==> src/rtl/uart_pkg.sv <==
// Shared UART definitions: FSM state encoding, data width and parity helper.
// Used by both the transmitter and the receiver.
package uart_pkg;

  localparam int unsigned UART_DATA_BITS = 8;

  typedef enum logic [2:0] {
    ST_IDLE   = 3'd0,
    ST_START  = 3'd1,
    ST_DATA   = 3'd2,
    ST_PARITY = 3'd3,
    ST_STOP   = 3'd4
  } uart_state_e;

  // Even parity bit: makes the total count of ones (data + parity) even.
  function automatic logic uart_even_parity(input logic [UART_DATA_BITS-1:0] data);
    return ^data;
  endfunction

endpackage

==> src/rtl/uart_transmitter_if.sv <==
// Host-side write handshake and serial line of the UART transmitter.
interface uart_transmitter_if;
  import uart_pkg::*;

  logic                      wr_en;
  logic [UART_DATA_BITS-1:0] data_in;
  logic                      rdy;
  logic                      busy;
  logic                      tx;

  // Host: issues writes and observes status and the line.
  modport master (
    output wr_en,
    output data_in,
    input  rdy,
    input  busy,
    input  tx
  );

  // Transmitter: accepts writes and drives status and the line.
  modport slave (
    input  wr_en,
    input  data_in,
    output rdy,
    output busy,
    output tx
  );

endinterface

==> src/rtl/uart_transmitter.sv <==
// UART transmitter: 8-bit LSB-first frames with a one-deep holding register.
// Bit timing counts pulses of the shared 16x oversample strobe clk_en.
// Optional even parity bit compiled in with `define UART_TX_PARITY_EN.
module uart_transmitter
  import uart_pkg::*;
#(
  parameter int unsigned SAMPLES_PER_BIT = 16,
  parameter int unsigned STOP_BITS       = 1
) (
  input  logic               clk,
  input  logic               rst,
  input  logic               clk_en,
  uart_transmitter_if.slave  bus
);

  localparam int unsigned SAMPLE_W = 4;
  localparam int unsigned IDX_W    = 3;

  localparam logic [SAMPLE_W-1:0] SAMPLE_LAST = SAMPLE_W'(SAMPLES_PER_BIT - 1);
  localparam logic [IDX_W-1:0]    DATA_LAST   = IDX_W'(UART_DATA_BITS - 1);
  localparam logic [IDX_W-1:0]    STOP_LAST   = IDX_W'(STOP_BITS - 1);

  uart_state_e               state_q,  state_d;
  logic [SAMPLE_W-1:0]       sample_q, sample_d;
  logic [IDX_W-1:0]          idx_q,    idx_d;
  logic [UART_DATA_BITS-1:0] hold_q,   hold_d;
  logic [UART_DATA_BITS-1:0] shift_q,  shift_d;
  logic                      rdy_q,    rdy_d;
  logic                      busy_q,   busy_d;
  logic                      tx_q,     tx_d;

  logic bit_end;
  logic load;

  // Next-state logic: write handshake, bit timing, frame sequencing and line level.
  always_comb begin
    state_d  = state_q;
    sample_d = sample_q;
    idx_d    = idx_q;
    hold_d   = hold_q;
    shift_d  = shift_q;
    rdy_d    = rdy_q;
    load     = 1'b0;
    bit_end  = clk_en && (sample_q == SAMPLE_LAST);

    // rdy doubles as the holding-register-empty flag; writes while full drop.
    if (bus.wr_en && rdy_q) begin
      hold_d = bus.data_in;
      rdy_d  = 1'b0;
    end

    if ((state_q != ST_IDLE) && clk_en) begin
      sample_d = bit_end ? '0 : sample_q + SAMPLE_W'(1);
    end

    case (state_q)
      ST_IDLE: begin
        load = !rdy_q;
      end
      ST_START: begin
        if (bit_end) begin
          state_d = ST_DATA;
          idx_d   = '0;
        end
      end
      ST_DATA: begin
        if (bit_end) begin
          if (idx_q == DATA_LAST) begin
`ifdef UART_TX_PARITY_EN
            state_d = ST_PARITY;
`else
            state_d = ST_STOP;
`endif
            idx_d   = '0;
          end else begin
            idx_d = idx_q + IDX_W'(1);
          end
        end
      end
`ifdef UART_TX_PARITY_EN
      ST_PARITY: begin
        if (bit_end) begin
          state_d = ST_STOP;
          idx_d   = '0;
        end
      end
`endif
      ST_STOP: begin
        // idx counts stop bits here so two stop bits reuse the same bit timer
        if (bit_end) begin
          if (idx_q == STOP_LAST) begin
            if (!rdy_q) begin
              load = 1'b1;
            end else begin
              state_d = ST_IDLE;
              idx_d   = '0;
            end
          end else begin
            idx_d = idx_q + IDX_W'(1);
          end
        end
      end
      default: begin
        state_d = ST_IDLE;
        idx_d   = '0;
      end
    endcase

    // Holding register to shift register; no write can collide since rdy is 0.
    if (load) begin
      shift_d  = hold_q;
      rdy_d    = 1'b1;
      sample_d = '0;
      idx_d    = '0;
      state_d  = ST_START;
    end

    // Line level follows the state being entered so tx stays registered.
    case (state_d)
      ST_START:  tx_d = 1'b0;
      ST_DATA:   tx_d = shift_d[idx_d];
`ifdef UART_TX_PARITY_EN
      ST_PARITY: tx_d = uart_even_parity(shift_d);
`endif
      default:   tx_d = 1'b1;
    endcase

    busy_d = (state_d != ST_IDLE);
  end

  // State and output registers with synchronous reset.
  always_ff @(posedge clk) begin
    if (rst) begin
      state_q  <= ST_IDLE;
      sample_q <= '0;
      idx_q    <= '0;
      hold_q   <= '0;
      shift_q  <= '0;
      rdy_q    <= 1'b1;
      busy_q   <= 1'b0;
      tx_q     <= 1'b1;
    end else begin
      state_q  <= state_d;
      sample_q <= sample_d;
      idx_q    <= idx_d;
      hold_q   <= hold_d;
      shift_q  <= shift_d;
      rdy_q    <= rdy_d;
      busy_q   <= busy_d;
      tx_q     <= tx_d;
    end
  end

  assign bus.rdy  = rdy_q;
  assign bus.busy = busy_q;
  assign bus.tx   = tx_q;

endmodule

==> src/flat_wrapper.sv <==
// flat-port wrapper written by rule: the top's interface ports become plain ports
module uart_transmitter_flat import uart_pkg::*;
#(
  parameter int unsigned SAMPLES_PER_BIT = 16,
  parameter int unsigned STOP_BITS       = 1
)
  (clk, rst, clk_en, bus_wr_en, bus_data_in, bus_rdy, bus_busy, bus_tx);
  uart_transmitter_if bus_i ();
  input  logic clk;
  input  logic rst;
  input  logic clk_en;
  input wire logic [$bits(bus_i.wr_en)-1:0] bus_wr_en;
  input wire logic [$bits(bus_i.data_in)-1:0] bus_data_in;
  output wire logic [$bits(bus_i.rdy)-1:0] bus_rdy;
  output wire logic [$bits(bus_i.busy)-1:0] bus_busy;
  output wire logic [$bits(bus_i.tx)-1:0] bus_tx;
  assign bus_i.wr_en = bus_wr_en;
  assign bus_i.data_in = bus_data_in;
  assign bus_rdy = bus_i.rdy;
  assign bus_busy = bus_i.busy;
  assign bus_tx = bus_i.tx;
  uart_transmitter #(.SAMPLES_PER_BIT(SAMPLES_PER_BIT), .STOP_BITS(STOP_BITS)) u_core (.clk(clk), .rst(rst), .clk_en(clk_en), .bus(bus_i));
endmodule
==> config.mk <==
export PLATFORM = sky130hd
export DESIGN_NAME = uart_transmitter_flat
export DESIGN_NICKNAME = d
export VERILOG_FILES = /design/src/rtl/uart_pkg.sv /design/src/rtl/uart_transmitter_if.sv /design/src/rtl/uart_transmitter.sv /design/src/flat_wrapper.sv
export SDC_FILE = /design/constraint.sdc
export NUM_CORES = 1
export LEC_CHECK = 0
export BUFFER_PORTS_ARGS = -buffer_cell sky130_fd_sc_hd__buf_2
export CAP_MARGIN = 15
export CELL_PAD_IN_SITES_DETAIL_PLACEMENT = 0
export CELL_PAD_IN_SITES_GLOBAL_PLACEMENT = 2
export CORE_MARGIN = 2
export CORE_UTILIZATION = 31
export CTS_CLUSTER_DIAMETER = 120
export DETAILED_ROUTE_END_ITERATION = 10
export PLACE_DENSITY_LB_ADDON = 0.1
export SLEW_MARGIN = 20
export SYNTH_ARGS = -nofsm -noshare
export SYNTH_HDL_FRONTEND = slang
export SYNTH_SLANG_ARGS = --single-unit
==> constraint.sdc <==
create_clock -name clk -period 2.1 [get_ports clk]
set_input_delay 0.105 -clock clk [delete_from_list [all_inputs] [get_ports clk]]
set_output_delay 0.105 -clock clk [all_outputs]
set_load 0.05 [all_outputs]
; ---- Word level (Yosys, flattened, before mapping)
; Cells that the tools add are included.
[totals]
register_bits = 29
output_inout_bits = 3
elab_cells = 52
[op_classes]
add_sub_neg = 2
order_cmp = 1
n_eq_ne = 7
n_mux = 25
reduce_logical = 9
[op_table]
columns = cell, n
row1 = two-way mux 3 bit, 14
row2 = one-hot mux 3 bit (4 select lines), 2
row3 = two-way mux 8 bit, 1
row4 = "equality test 3 x 1 -> 1 bit, second input constant", 2
row5 = "equality test 3 x 2 -> 1 bit, second input constant", 2
row6 = "equality test 3 bit, second input constant", 2
row7 = zero test 3 bit, 2
row8 = nonzero test 3 bit, 2
row9 = "adder 4 x 1 -> 4 bit, second input constant", 1
row10 = "equality test 4 bit, second input constant", 1
row11 = "less-than comparator 3 x 4 -> 1 bit, second input constant", 1
row12 = two-way mux 1 bit, 4
row13 = two-way mux 4 bit, 1
row14 = one-hot mux 1 bit (2 select lines), 2
row15 = "adder 3 x 1 -> 3 bit, second input constant", 1
row16 = binary-select mux 1 bit (select 3 bit), 1
row17 = logical AND 1 bit, 3
row18 = OR reduction 2 bit, 1
row19 = zero test 1 bit, 1

; ---- Logic depth before layout (Yosys ltp)
; Gate-level depths: netlist of run 1.
[depth]
word_depth = 8
depth_mapped = 9

; ---- Least setup slack after synthesis of run 1
; Ideal clock, no wire load.
[synth_path]
kind = register to register
startpoint = register u_core.sample_q[0]
endpoint = register u_core.tx_q (netlist: u_core.bus.tx)
arrival_time_ns = 1.829
t_required_ns = 1.974
slack_ns = 0.145
path_stages_with_launch = 9
n_path_buf = 0
period_less_slack_ns = 1.955
path_cell_list = dfxtp_1 > ha_1 > and4_4 > nand2_4 > a311o_1 > and2_0 > a221o_1 > a21oi_2 > nor3_2
[synth_between]
elab_chain_cells = 8
[synth_rtl]
columns = item, line
row1 = "start, declared", uart_transmitter.sv:24  ; logic [SAMPLE_W-1:0] sample_q, sample_d;
row2 = "start signal, assigned", uart_transmitter.sv:144  ; sample_q <= sample_d;
row3 = equality test 4 bit (*), uart_transmitter.sv:44  ; bit_end = clk_en && (sample_q == SAMPLE_LAST);
row4 = logical AND 1 bit (*), uart_transmitter.sv:44
row5 = two-way mux 3 bit (tied with other cells), uart_transmitter.sv:90  ; if (bit_end) begin
row6 = one-hot mux 3 bit (4 select lines) or one-hot mux 1 bit (2 select lines) (tied branches), uart_transmitter.sv:56  ; case (state_q)
row7 = two-way mux 3 bit or two-way mux 8 bit (tied branches), uart_transmitter.sv:110  ; if (load) begin
row8 = binary-select mux 1 bit (select 3 bit), uart_transmitter.sv:121  ; ST_DATA: tx_d = shift_d[idx_d];
row9 = two-way mux 1 bit (not written as such), uart_transmitter.sv:121
row10 = one-hot mux 1 bit (2 select lines) (*), uart_transmitter.sv:119  ; case (state_d)
row11 = "end signal, assigned", uart_transmitter.sv:150  ; tx_q <= tx_d;
row12 = "end, declared", uart_transmitter.sv:30  ; logic tx_q, tx_d;
; Every way passes the cells marked *; elsewhere a longest branch is shown, timed or not. The select of a mux whose other input is x is not followed.
; A chain may end at the register's enable or synchronous reset.

; ---- Worst setup path in the final report of run 1
; Ends and elaborated chain as after synthesis.

==> flow_metrics.py, run 1 <==
metrics = {
    "outcome": {
        "status": "finished, final reports clean",
    },
    "synthesis": {
        "ys_ff_latch": 29,
        "synth_fp_nets": 189,
        "synth_edf_count": 0,
        "yosysWarnings": 0,
        "syn_inst": 173,
        "async_flop_share": 0,
        "syn_avg_cell_area_um2": 8.491,
        "synth.distinct_cells": 42,
        "ys.flop_type": "dfxtp_1",
        "yosysSeqAreaShare": 0.3952,
        "netlist_area_mm2": 0.001469,
    },
    "placement": {
        "gp_congestion": 0.7559,
        "dpl_cell_area_mm2": 0.001662,
        "portBuffers": 14,
        "dp_hpwl_mm": 2.688,
    },
    "power_and_ir_drop": {
        "total_power_uw": 1185,
        "seqPwrFrac": 0.496,
        "p_leak_uw": 0.0007088,
        "p_comb_frac": 0.143,
        "ir_drop_v": 0.0003611,
        "p_clk_frac": 0.361,
        "switching_share": 0.2672,
        "p_sw_uw": 316.6,
        "powerDensity_mw_per_mm2": 657.7,
        "power.internal_uw": 868.5,
    },
    "detailed_routing": {
        "drt_iter0_drc": 41,
        "highest_layer": "met4",
        "wl_met1_mm": 1.684,
        "met2_length_mm": 1.798,
        "first_pass_iters": 4,
        "drc": 0,
        "vias_per_cell": 5.154,
        "wl_met3_um": 89,
        "final_antenna_net_count": 0,
        "wire_per_inst_um": 14.22,
        "via_count": 1309,
        "wl_mm": 3.613,
    },
    "worst_setup_path": {
        "start_kind": "register",
        "cp.arrival_ps": 2180,
        "crit_slowest_cell": "a311o_1",
        "cpPeakStageDelay_ps": 390,
        "crit_fanout": 5,
        "r2r_slack_ps": 80,
        "cp_top_family": "compound AO/OA/AOI/OAI gates",
        "critPathRequiredTime_ps": 2250,
        "worstPathCellList": "ha_4 > and4_4 > nand2_4 > a311o_1 > and2_0 > a221o_1 > a21oi_2 > nor3_2",
        "cp_num_buf_inv": 0,
        "path_class": "register to register",
        "end_kind": "register",
    },
    "sta": {
        "drv_slew": 0,
        "fin_crit_ps": 2023,
        "slew_headroom": 0.6737,
        "max_freq_ghz": 0.4943,
        "setup_viol": 0,
        "skew_ps": 6.387,
        "fin_crit_sh": 0.9633,
        "hold_violations": 0,
        "tightestPinTransition_ps": 489.4,
    },
    "layout": {
        "diodes": 0,
        "num-nets-final": 215,
        "area_growth_pct": 22.66,
        "finalInstanceArea_mm2": 0.001802,
        "layout-drive-gt1-share": 0.2800,
        "final_cell_mix": "dfxtp_1 (26), nor2_1 (16), buf_4 (16), a21oi_1 (15), buf_2 (14)",
        "final_common_cell": "dfxtp_1",
    },
    "clock_network": {
        "h-tree-depth": 2,
        "clk_path_buf_depth": 2,
        "tritoncts": "built",
        "clock_latency_ps": 280,
        "cts_root_buf": "clkbuf_8",
        "cts.sinks": 29,
        "cts_hold_buf": 0,
        "cts_buffers": 5,
        "clkSlewWorstSetupHoldPaths_ps": 60,
    },
    "floorplan": {
        "row_count": 25,
        "ios": 15,
        "die_area_mm2": 0.005305,
        "start_util": 0.3173,
        "die_y_um": 72.84,
        "fp.dieW_um": 72.84,
        "core_mm2": 0.004629,
    },
    "grt": {
        "grt_max_degree": 28,
        "antenna_found_initial": 0,
        "grtUsageTotal": 0.1485,
        "grt-ovfl-total": 0,
        "grt_pass1_vias": 1278,
        "grt_pass1_wl_mm": 6.065,
    },
    "flow_run": {
        "drv_cap": 0,
    },
    "worst_hold_path": {
        "hold_class": "input port to register",
    },
}
## flip-flops by register name, summed over array words and instances, names as in the netlist
register         cells
u_core.hold_q        8
u_core.shift_q       8
u_core.sample_q      4
u_core.idx_q         3
u_core.state_q       3
u_core.bus.busy      1
u_core.bus.rdy       1
u_core.bus.tx        1
## routing by layer
metal | track usage | vias up
met5 | 0 | -
li1 | - | 673
met2 | 0.2505 | 19
met4 | 0.06173 | 0
met3 | 0.03039 | 4
met1 | 0.1837 | 613
## cell type report
type                            count  area, µm²
Timing Repair Buffer               30      190.2
Fill cell                         506       2828
Multi-Input combinational cell    127      854.6
Inverter                            6      22.52
Clock inverter                      2      10.01
Sequential cell                    29      584.3
Clock buffer                        6      72.57
Tap cell                           54      67.56
## tightest hold or removal path: stages
cell and delay, ps:
buf_2 100, nand3_1 60, a21oi_1 50
## synth_stat cells, drive strengths merged, types with 2 or more instances
| cell | instances | share of area |
|---|---|---|
| o211ai | 2 | 0.010 |
| buf | 8 | 0.029 |
| a21oi | 17 | 0.060 |
| o21ai | 3 | 0.010 |
| nor3 | 14 | 0.059 |
| a21o | 2 | 0.010 |
| a31oi | 3 | 0.013 |
| nand2 | 13 | 0.038 |
| nand4 | 3 | 0.013 |
| mux2i | 10 | 0.068 |
| nor2 | 16 | 0.041 |
| nand3 | 12 | 0.041 |
| nand2b | 2 | 0.0085 |
| ha | 4 | 0.034 |
| inv | 6 | 0.015 |
| o2111ai | 2 | 0.012 |
| clkbuf | 4 | 0.010 |
| xnor2 | 2 | 0.012 |
| dfxtp | 29 | 0.40 |
| nor2b | 5 | 0.021 |
## metrics by stage
stage,setup WS (ps),utilization,cells,setup TNS (ps),hold slack (ps)
6_report,77.11,0.3892,254,0,83.58
5_1_grt,-3.675,0.3892,254,-3.675,84.90
4_1_cts,25.95,0.3778,252,0,74.22
3_5_place_dp,9.736,0.3589,244,0,373.8
3_3_place_gp,49.81,0.3589,244,0,356.9
2_1_floorplan,145.2,-,173,0,252.5
## final timing paths
| check | to | cells after the start | from |
|---|---|---|---|
| max | u_core.bus.tx$_SDFF_PP1_ | 8 | u_core.sample_q[0]$_SDFFE_PP0P_ |
| min | u_core.hold_q[0]$_SDFFE_PP0P_ | 3 | bus_data_in[0] |
| max reg2reg | u_core.bus.tx$_SDFF_PP1_ | 8 | u_core.sample_q[0]$_SDFFE_PP0P_ |
| min reg2reg | u_core.hold_q[4]$_SDFFE_PP0P_ | 2 | u_core.hold_q[4]$_SDFFE_PP0P_ |
## power by group through the flow
stage	logic, µW	clock network [µW]	registers (µW)
finish	170	428	587
global placement	166	0	599
floorplan	96.3	0	612
CTS	170	444	587
detailed placement	168	0	599
global route	189	481	590
## what timing repair did
item,in CTS,in global routing
resized for setup,1,10
setup buffers,0,1
setup endpoints to repair,1,1
pin swaps,0,4
cloned,0,1
## kinds of logic after synthesis
| logic type | after synthesis | synth area share |
|---|---|---|
| multiplexers | 11 | 0.07581 |
| adder cells (fa/ha/maj) | 4 | 0.03407 |
| AO/OA/AOI/OAI | 36 | 0.1644 |
| AND/OR/NAND/NOR | 72 | 0.2581 |
| buffers and inverters | 18 | 0.05451 |
| XOR/XNOR | 3 | 0.01789 |
| flip-flops | 29 | 0.3952 |
No activity file was read; power rests on OpenSTA's default activity.
==> run 2: changes to the inputs <==
BUFFER_PORTS_ARGS = default   (was -buffer_cell sky130_fd_sc_hd__buf_2)
CORE_UTILIZATION = 34   (was 31)
DONT_BUFFER_PORTS = 1   (was default)
==> run 2 against run 1 <==
Critical path depth stayed put. Wire length is 6.1% lower. Non-clock buffer count is 3 higher. Fmax is 0.25% higher. Final cell count is 0.79% lower. Sequential share of layout area is 1.5 points lower. Die area is 8.3% lower. Highest routed layer unchanged.
==> flow_metrics.py, run 2 (same netlist as run 1, synthesis figures left out) <==
metrics = {
    "outcome": {
        "status": "finished, final reports clean",
    },
    "clock_network": {
        "cts_root_buf": "clkbuf_8",
        "h-tree-depth": 2,
        "cts.sinks": 29,
        "clkSlewWorstSetupHoldPaths_ps": 70,
        "clk_path_buf_depth": 2,
        "tritoncts": "built",
        "cts_buffers": 5,
        "clock_latency_ps": 280,
    },
    "detailed_routing": {
        "wire_per_inst_um": 13.46,
        "vias_per_cell": 5.175,
        "drc": 0,
        "first_pass_iters": 4,
        "wl_mm": 3.391,
        "final_antenna_net_count": 0,
        "drt_iter0_drc": 57,
        "via_count": 1304,
    },
    "layout": {
        "final_cell_mix": "dfxtp_1 (25), dlygate4sd3_1 (17), nor2_1 (16), buf_4 (16), a21oi_1 (15)",
        "area_growth_pct": 28.79,
        "num-nets-final": 217,
        "layout-drive-gt1-share": 0.1832,
        "final_common_cell": "dfxtp_1",
        "reg_top3": "u_core.hold_q x8, u_core.shift_q x8, u_core.sample_q x4",
        "finalNonFillerCells": 252,
        "finalInstanceArea_mm2": 0.001892,
        "diodes": 0,
    },
    "sta": {
        "drv_slew": 0,
        "slew_headroom": 0.3571,
        "tightestPinTransition_ps": 961.2,
        "setup_viol": 0,
        "skew_ps": 5.648,
        "max_freq_ghz": 0.4956,
        "hold_violations": 0,
        "hold-worst-slack_ps": 41.27,
        "fin_crit_sh": 0.9609,
        "fin_crit_ps": 2018,
    },
    "placement": {
        "dp_hpwl_mm": 2.468,
        "dp_cells": 225,
        "portBuffers": 0,
        "gp_congestion": 0.7993,
        "dpl_cell_area_mm2": 0.001579,
    },
    "worst_setup_path": {
        "path_class": "register to register",
        "end_kind": "register",
        "cp.arrival_ps": 2170,
        "crit_fanout": 7,
        "start_kind": "register",
        "critPathRequiredTime_ps": 2260,
    },
    "floorplan": {
        "start_util": 0.3595,
        "core_mm2": 0.004086,
        "die_area_mm2": 0.004862,
        "ios": 15,
        "fp.dieW_um": 69.73,
        "row_count": 23,
        "die_y_um": 69.73,
    },
    "power_and_ir_drop": {
        "p_leak_uw": 0.0007162,
        "powerDensity_mw_per_mm2": 720.9,
        "ir_drop_v": 0.0004599,
        "total_power_uw": 1364,
    },
    "worst_hold_path": {
        "hold_class": "input port to register",
    },
    "grt": {
        "grt_max_degree": 27,
        "grt_pass1_vias": 1297,
        "grt_pass1_wl_mm": 5.934,
        "grt-ovfl-total": 0,
        "antenna_found_initial": 0,
        "grtUsageTotal": 0.1531,
    },
    "flow_run": {
        "drv_cap": 0,
    },
}
[run 2: final timing paths]
check                                  startpoint                             to  slack [ps]  depth (start not counted)
setup / recovery  u_core.sample_q[1]$_SDFFE_PP0P_       u_core.bus.tx$_SDFF_PP1_          80                          8
hold / removal                                rst   u_core.state_q[1]$_SDFF_PP0_          40                          2
setup reg to reg  u_core.sample_q[1]$_SDFFE_PP0P_       u_core.bus.tx$_SDFF_PP1_          80                          8
hold reg to reg     u_core.hold_q[4]$_SDFFE_PP0P_  u_core.hold_q[4]$_SDFFE_PP0P_         460                          2
[run 2: worst max-delay path, cell delays in order (launching register included)]
cell     delay [ps]
dfxtp_2         340
ha_2            190
and4_4          290
nand2_4          70
a311o_1         350
and2_0          170
a221o_1         300
a21oi_2         130
nor3_2           60
[run 2: what timing repair did]
action | in CTS | in global routing
hold buffers | 17 | 0
pin swaps | 1 | 3
setup buffers | 2 | 0
setup endpoints to repair | 1 | 1
hold endpoints to repair | 26 | 0
gates resized for setup | 0 | 7
[run 2: power breakdown]
group          total, µW  switching, µW  leakage (µW)  internal (µW)
clock                604            217     0.0000585            386
combinational        159           82.0      0.000420           76.7
sequential           602           28.6      0.000238            573
total               1360            328      0.000716           1040
[run 2: area by class of cell]
cell class                      instances  area [µm²]
Tap cell                               50       62.56
Fill cell                             438        2195
Inverter                                6       22.52
Multi-Input combinational cell        126       814.5
Sequential cell                        29       585.6
Clock buffer                            7       86.33
Timing Repair Buffer                   33       290.3
Clock inverter                          1       30.03
[run 2: layer usage]
layer  vias up  track usage  routed length [µm]  part of all wire
met4         0      0.06410                  69             0.020
met5         -            0                   0                 0
met1       594       0.1922                1636              0.48
li1        673            -                   -                 -
met2        28       0.2393                1526              0.45
met3         9      0.05233                 159             0.047
[run 2: through the flow]
stage | setup TNS [ps] | utilization | setup slack, ps
finish | 0 | 0.4630 | 82.06
global route | -2.608 | 0.4630 | -2.608
CTS | 0 | 0.4602 | 19.29
detailed placement | -37.96 | 0.3864 | -37.96
global placement | 0 | 0.3864 | 25.77
floorplan | 0 | - | 145.2
